[config.mk]
export PLATFORM = sky130hd
export DESIGN_NAME = axis_rr_arbiter
export DESIGN_NICKNAME = d
export VERILOG_FILES = /design/src/rtl/axis_rr_arbiter.sv
export SDC_FILE = /design/constraint.sdc
export NUM_CORES = 1
export LEC_CHECK = 0
export ABC_AREA = 1
export BUFFER_PORTS_ARGS = -buffer_cell sky130_fd_sc_hd__buf_4
export CAP_MARGIN = 0
export CELL_PAD_IN_SITES_DETAIL_PLACEMENT = 0
export CELL_PAD_IN_SITES_GLOBAL_PLACEMENT = 1
export CORE_ASPECT_RATIO = 1.4
export CORE_MARGIN = 2
export CORE_UTILIZATION = 32
export CTS_CLUSTER_SIZE = 10
export DETAILED_ROUTE_END_ITERATION = 6
export PLACE_DENSITY = 0.82
export SETUP_SLACK_MARGIN = 0.15
export SYNTH_ARGS = -nofsm -noshare
export SYNTH_HDL_FRONTEND = slang
export SYNTH_SLANG_ARGS = --single-unit
export TNS_END_PERCENT = 20
[constraint.sdc]
create_clock -name clk -period 2.4 [get_ports clk]
set_clock_uncertainty 0.05 [all_clocks]
set_input_delay 0.36 -clock clk [delete_from_list [all_inputs] [get_ports clk]]
set_output_delay 0.36 -clock clk [all_outputs]
set_load 0.01 [all_outputs]
[src/rtl/axis_rr_arbiter.sv]
// Packet-granular round-robin AXI-Stream arbiter: NUM_SRC sources share one master link.
// Define AXIS_ARB_REGOUT_EN to register m_* through a 2-entry FIFO (+1 cycle latency).
module axis_rr_arbiter #(
    parameter int unsigned NUM_SRC = 4,
    parameter int unsigned DATA_W  = 8
) (
    input  logic                      clk,
    input  logic                      rst,
    input  logic [NUM_SRC-1:0]        s_tvalid,
    input  logic [NUM_SRC*DATA_W-1:0] s_tdata,
    input  logic [NUM_SRC-1:0]        s_tlast,
    output logic [NUM_SRC-1:0]        s_tready,
    output logic                      m_tvalid,
    output logic [DATA_W-1:0]         m_tdata,
    output logic                      m_tlast,
    input  logic                      m_tready,
    output logic [NUM_SRC-1:0]        grant,
    output logic                      busy,
    output logic [15:0]               pkt_cnt
);
    localparam int unsigned IDX_W = $clog2(NUM_SRC);

    typedef enum logic {
        ST_IDLE,
        ST_XFER
    } state_t;

    state_t             r_state;
    state_t             w_state_nxt;
    logic [IDX_W-1:0]   r_g;
    logic [IDX_W-1:0]   r_g_last;
    logic [IDX_W-1:0]   w_g_nxt;
    logic [15:0]        r_pkt_cnt;

    logic [IDX_W-1:0]   w_arb_base;
    logic [IDX_W-1:0]   w_arb_idx;
    logic [IDX_W-1:0]   w_scan_idx;
    logic               w_arb_found;

    logic               w_busy;
    logic               w_own_valid;
    logic [DATA_W-1:0]  w_own_data;
    logic               w_own_last;
    logic               w_src_rdy;
    logic               w_hs;
    logic               w_last_hs;

    // In IDLE scan all sources from g_last+1; in XFER scan only the others, starting at g+1.
    always_comb begin
        w_arb_found = 1'b0;
        w_arb_idx   = '0;
        w_scan_idx  = '0;
        w_arb_base  = (r_state == ST_IDLE) ? r_g_last : r_g;
        for (int unsigned k = 1; k <= NUM_SRC; k++) begin
            w_scan_idx = IDX_W'((32'(w_arb_base) + k) % NUM_SRC);
            if (!w_arb_found && (k < NUM_SRC || r_state == ST_IDLE) && s_tvalid[w_scan_idx]) begin
                w_arb_found = 1'b1;
                w_arb_idx   = w_scan_idx;
            end
        end
    end

    assign w_busy      = (r_state == ST_XFER);
    assign w_own_valid = s_tvalid[r_g];
    assign w_own_data  = s_tdata[32'(r_g)*DATA_W +: DATA_W];
    assign w_own_last  = s_tlast[r_g];
    assign w_hs        = w_busy & w_own_valid & w_src_rdy;
    assign w_last_hs   = w_hs & w_own_last;

    always_comb begin
        w_state_nxt = r_state;
        w_g_nxt     = r_g;
        case (r_state)
            ST_IDLE: begin
                if (w_arb_found) begin
                    w_state_nxt = ST_XFER;
                    w_g_nxt     = w_arb_idx;
                end
            end
            ST_XFER: begin
                if (w_last_hs) begin
                    if (w_arb_found) begin
                        w_g_nxt = w_arb_idx;
                    end else begin
                        w_state_nxt = ST_IDLE;
                    end
                end
            end
            default: w_state_nxt = ST_IDLE;
        endcase
    end

    always_ff @(posedge clk) begin
        if (rst) begin
            r_state   <= ST_IDLE;
            r_g       <= '0;
            r_g_last  <= IDX_W'(NUM_SRC - 1);
            r_pkt_cnt <= '0;
        end else begin
            r_state <= w_state_nxt;
            r_g     <= w_g_nxt;
            if (w_last_hs) begin
                r_g_last  <= r_g;
                r_pkt_cnt <= r_pkt_cnt + 16'd1;
            end
        end
    end

    always_comb begin
        grant    = '0;
        s_tready = '0;
        if (w_busy) begin
            grant[r_g]    = 1'b1;
            s_tready[r_g] = w_src_rdy;
        end
    end

    assign busy    = w_busy;
    assign pkt_cnt = r_pkt_cnt;

`ifdef AXIS_ARB_REGOUT_EN
    logic [DATA_W-1:0] r_fifo_data [2];
    logic [1:0]        r_fifo_last;
    logic              r_rd_ptr;
    logic              r_wr_ptr;
    logic [1:0]        r_fifo_cnt;
    logic              w_pop;

    assign w_src_rdy = (r_fifo_cnt < 2'd2);
    assign w_pop     = m_tvalid & m_tready;

    always_ff @(posedge clk) begin
        if (rst) begin
            r_fifo_data[0] <= '0;
            r_fifo_data[1] <= '0;
            r_fifo_last    <= '0;
            r_rd_ptr       <= 1'b0;
            r_wr_ptr       <= 1'b0;
            r_fifo_cnt     <= '0;
        end else begin
            if (w_hs) begin
                r_fifo_data[r_wr_ptr] <= w_own_data;
                r_fifo_last[r_wr_ptr] <= w_own_last;
                r_wr_ptr              <= ~r_wr_ptr;
            end
            if (w_pop) begin
                r_rd_ptr <= ~r_rd_ptr;
            end
            case ({w_hs, w_pop})
                2'b10:   r_fifo_cnt <= r_fifo_cnt + 2'd1;
                2'b01:   r_fifo_cnt <= r_fifo_cnt - 2'd1;
                default: r_fifo_cnt <= r_fifo_cnt;
            endcase
        end
    end

    assign m_tvalid = (r_fifo_cnt != 2'd0);
    assign m_tdata  = m_tvalid ? r_fifo_data[r_rd_ptr] : '0;
    assign m_tlast  = m_tvalid & r_fifo_last[r_rd_ptr];
`else
    assign w_src_rdy = m_tready;
    assign m_tvalid  = w_busy & w_own_valid;
    assign m_tdata   = w_busy ? w_own_data : '0;
    assign m_tlast   = w_busy & w_own_last;
`endif

endmodule

==> impl_metrics.env <==
export IMPL_rr_worst_depth=9
export IMPL_wl_met2_um=2860
export IMPL_layout_cells_non_filler=422
export IMPL_crit_start="r_g[0]"
export IMPL_postCtsHoldBufs=0
export IMPL_clockBufferDepth=2
export IMPL_yosysTopAreaCell="dfxtp_1"
export IMPL_slew_headroom_pct=74.2
export IMPL_drv_slew=0
export IMPL_drive_gt1_share_pct=29.6
export IMPL_die_width_um=64.7
export IMPL_top_layer_used="met4"
export IMPL_core_area_um2=4920
export IMPL_p_sw_share_pct=41.4
export IMPL_seqPwrFrac_pct=31.4
export IMPL_final_cell_mix="nand2_1, buf_4, inv_1, nand3_1, dfxtp_1"
export IMPL_io_pin_count=78
export IMPL_wl_per_cell_um=12.7
export IMPL_crit_end="pkt_cnt[15]"
export IMPL_cp_max_fo=14
export IMPL_drc=0
export IMPL_synth_fp_nets=322
export IMPL_yosysUniqueCellTypes=33
export IMPL_met3WireLength_um=151
export IMPL_ctsResizeCount=0
export IMPL_final_common_cell="nand2_1"
export IMPL_grtUsageTotal_pct=19.5
export IMPL_finalWeightedCongestion=0.818
export IMPL_worstSetupPathType="register to register"
export IMPL_cp_data_required_time_ns=2.51
export IMPL_setup_tns_ns=0
export IMPL_cp_top_family="simple AND/OR/NAND/NOR gates"
export IMPL_syn_to_final_growth_pct=42.8
export IMPL_grt_pass1_wl_um=8810
export IMPL_grt_remaining_overflow=0
export IMPL_p_sw_mw=0.527
export IMPL_power_density_nw_per_um2=540
export IMPL_portBuffers=77
export IMPL_grt_pass1_vias=1867
export IMPL_worst_r2r_endpoint="pkt_cnt[15]"
export IMPL_cts_tree="yes"
export IMPL_finalWirelength_um=5350
export IMPL_outcome="finished clean"
export IMPL_die_area_um2=5760
export IMPL_numCtsBuffers=3
export IMPL_drtIter0Drc=77
export IMPL_grt_max_degree=15
export IMPL_cts_setup_buffers=0
export IMPL_slowest_delay_ns=0.56
export IMPL_fp_row_count=30
export IMPL_ys_seq_area_share_pct=25.5
export IMPL_clk_pin_slew_ns=0.08
export IMPL_fp_dieH_um=89.0
export IMPL_via_count=1987
export IMPL_avgSynthCellArea_um2=5.94
export IMPL_crit_chain="inv_4 > nor2_4 > nand2_2 > nand3_2 > nand2_4 > nor3_2 > nand2_1 > o21ai_0 > a21oi_1"
export IMPL_start_kind="register"
export IMPL_n_antenna_cell=0
export IMPL_max_freq_mhz=506
export IMPL_synth_top_cell_area_share_pct=25.5
export IMPL_placed_cells=418
export IMPL_p_int_mw=0.745
export IMPL_yosysWarningCount=0
export IMPL_layout_min_cycle_time_ns=1.98
export IMPL_critPathBufInv=1
export IMPL_firstDrtPassIters=4
export IMPL_cap_violations=0
export IMPL_synthCells=278
export IMPL_ir_worst_vdd_mv=0.416
export IMPL_min_path_type="input pin to register"
export IMPL_cts_num_sinks=21
export IMPL_tightest_slew_ns=0.384
export IMPL_crit_arrival_ns=2.09
export IMPL_p_leak_nw=1.16
export IMPL_setup_viol=0
export IMPL_reg2reg_from="r_g[0]"
export IMPL_synthTopCellsByArea="dfxtp_1, nand2_1, nand3_1, inv_1, nor2_1"
export IMPL_clock_latency_ns=0.26
export IMPL_initial_core_util_pct=33.6
export IMPL_dp_hpwl_um=4350
export IMPL_total_power_mw=1.27
export IMPL_finalHoldViolations=0
export IMPL_netlist_area_um2=1650
export IMPL_end_kind="register"
export IMPL_path_depth=9
export IMPL_antenna_found_initial=0
export IMPL_comb_power_share_pct=50.1
export IMPL_worst_path_max_delay_cell="dfxtp_1"
export IMPL_r2r_slack_ns=0.42
export IMPL_num_nets_final=403
export IMPL_wl_met1_um=2250
export IMPL_drtAntennaViolNets=0
export IMPL_fin_crit_sh_pct=82.4
export IMPL_clock_root_buffer="clkbuf_8"
export IMPL_p_clk_share_pct=18.5
export IMPL_yosys_register_bits=21
export IMPL_rsz0062_at_grt="no"
export IMPL_cts_max_level=1
export IMPL_viasPerCell=4.71
==> per-layer routing <==
metal | global-route usage (%) | vias to the layer above
li1 | - | 1062
met1 | 22.4 | 879
met2 | 38.2 | 39
met3 | 1.64 | 7
met4 | 6.00 | 0
met5 | 0 | -
==> per-stage QoR <==
| stage | setup WS [ns] | hold slack, ns | instance area [um2] | utilization [%] |
|---|---|---|---|---|
| 2_1_floorplan | 0.659 | 0.418 | 1650 | - |
| 3_3_place_gp | 0.452 | 0.412 | 2310 | 47.0 |
| 3_5_place_dp | 0.400 | 0.414 | 2310 | 47.0 |
| 4_1_cts | 0.390 | 0.279 | 2360 | 47.9 |
| 5_1_grt | 0.187 | 0.287 | 2360 | 47.9 |
| 6_report | 0.422 | 0.287 | 2360 | 47.9 |
==> sequential cells by signal, indices dropped and copies added (netlist names) <==
register  count
pkt_cnt      16
r_g           2
busy          1
r_g_last      2
==> cell usage after synthesis <==
cell      instances
clkinv_1          1
nor3_4            1
nand3_1          26
a22oi_1           4
dfxtp_1          21
a31oi_1           1
buf_2             2
a21oi_2           1
nand3b_1          1
nor2_1           17
o21ai_0           8
nand3_2           2
o21ai_1           2
ha_1              1
nand2_2           5
nand2_4           2
inv_1            26
nor3_1           11
buf_4             1
nand2_1         107
nor2_2            2
inv_4             1
clkbuf_1          1
xnor2_1           2
inv_2             2
o21a_1            2
nor3_2            2
nand4_1           6
o211ai_1          2
inv_6             1
a21oi_1          12
nor2_4            3
xor2_1            2
==> worst min path at each step <==
stage                 from           to  slack [ns]  cells after the start
2_1_floorplan  r_g_last[1]  r_g_last[1]        0.42                      2
5_1_grt                rst  pkt_cnt[14]        0.29                      2
4_1_cts                rst  pkt_cnt[14]        0.28                      2
6_report               rst  pkt_cnt[14]        0.29                      2
3_3_place_gp   pkt_cnt[15]  pkt_cnt[15]        0.41                      2
3_5_place_dp   pkt_cnt[15]  pkt_cnt[15]        0.41                      2
==> layout make-up <==
| type | count | area (um2) |
|---|---|---|
| repair buffers | 80 | 601 |
| well taps | 64 | 80.1 |
| clock buffers | 3 | 41.3 |
| multi-input cells | 222 | 1080 |
| fillers | 550 | 2560 |
| flip-flops and latches | 21 | 420 |
| clock inverters | 1 | 5.00 |
| inverters | 31 | 124 |
==> cells by family (layout without fill, tap and decap cells) <==
family                   after synthesis  count (layout)  share of synthesized area, %
flip-flops                            21              21                          25.5
buffers and inverters                 35             115                          8.79
XOR/XNOR                               4               4                          2.12
AND/OR/NAND/NOR                      185             185                          51.6
AO/OA/AOI/OAI                         32              32                          11.2
adder cells (fa/ha/maj)                1               1                         0.758
==> power by group through the flow <==
stage | combinational (mW) | clock [mW] | sequential (mW)
final | 0.638 | 0.235 | 0.399
after global routing | 0.718 | 0.254 | 0.404
after CTS | 0.646 | 0.244 | 0.400
after detailed placement | 0.644 | 0 | 0.409
after global placement | 0.646 | 0 | 0.408
after floorplan | 0.413 | 0 | 0.393
Power figures use the tool's default switching activity.
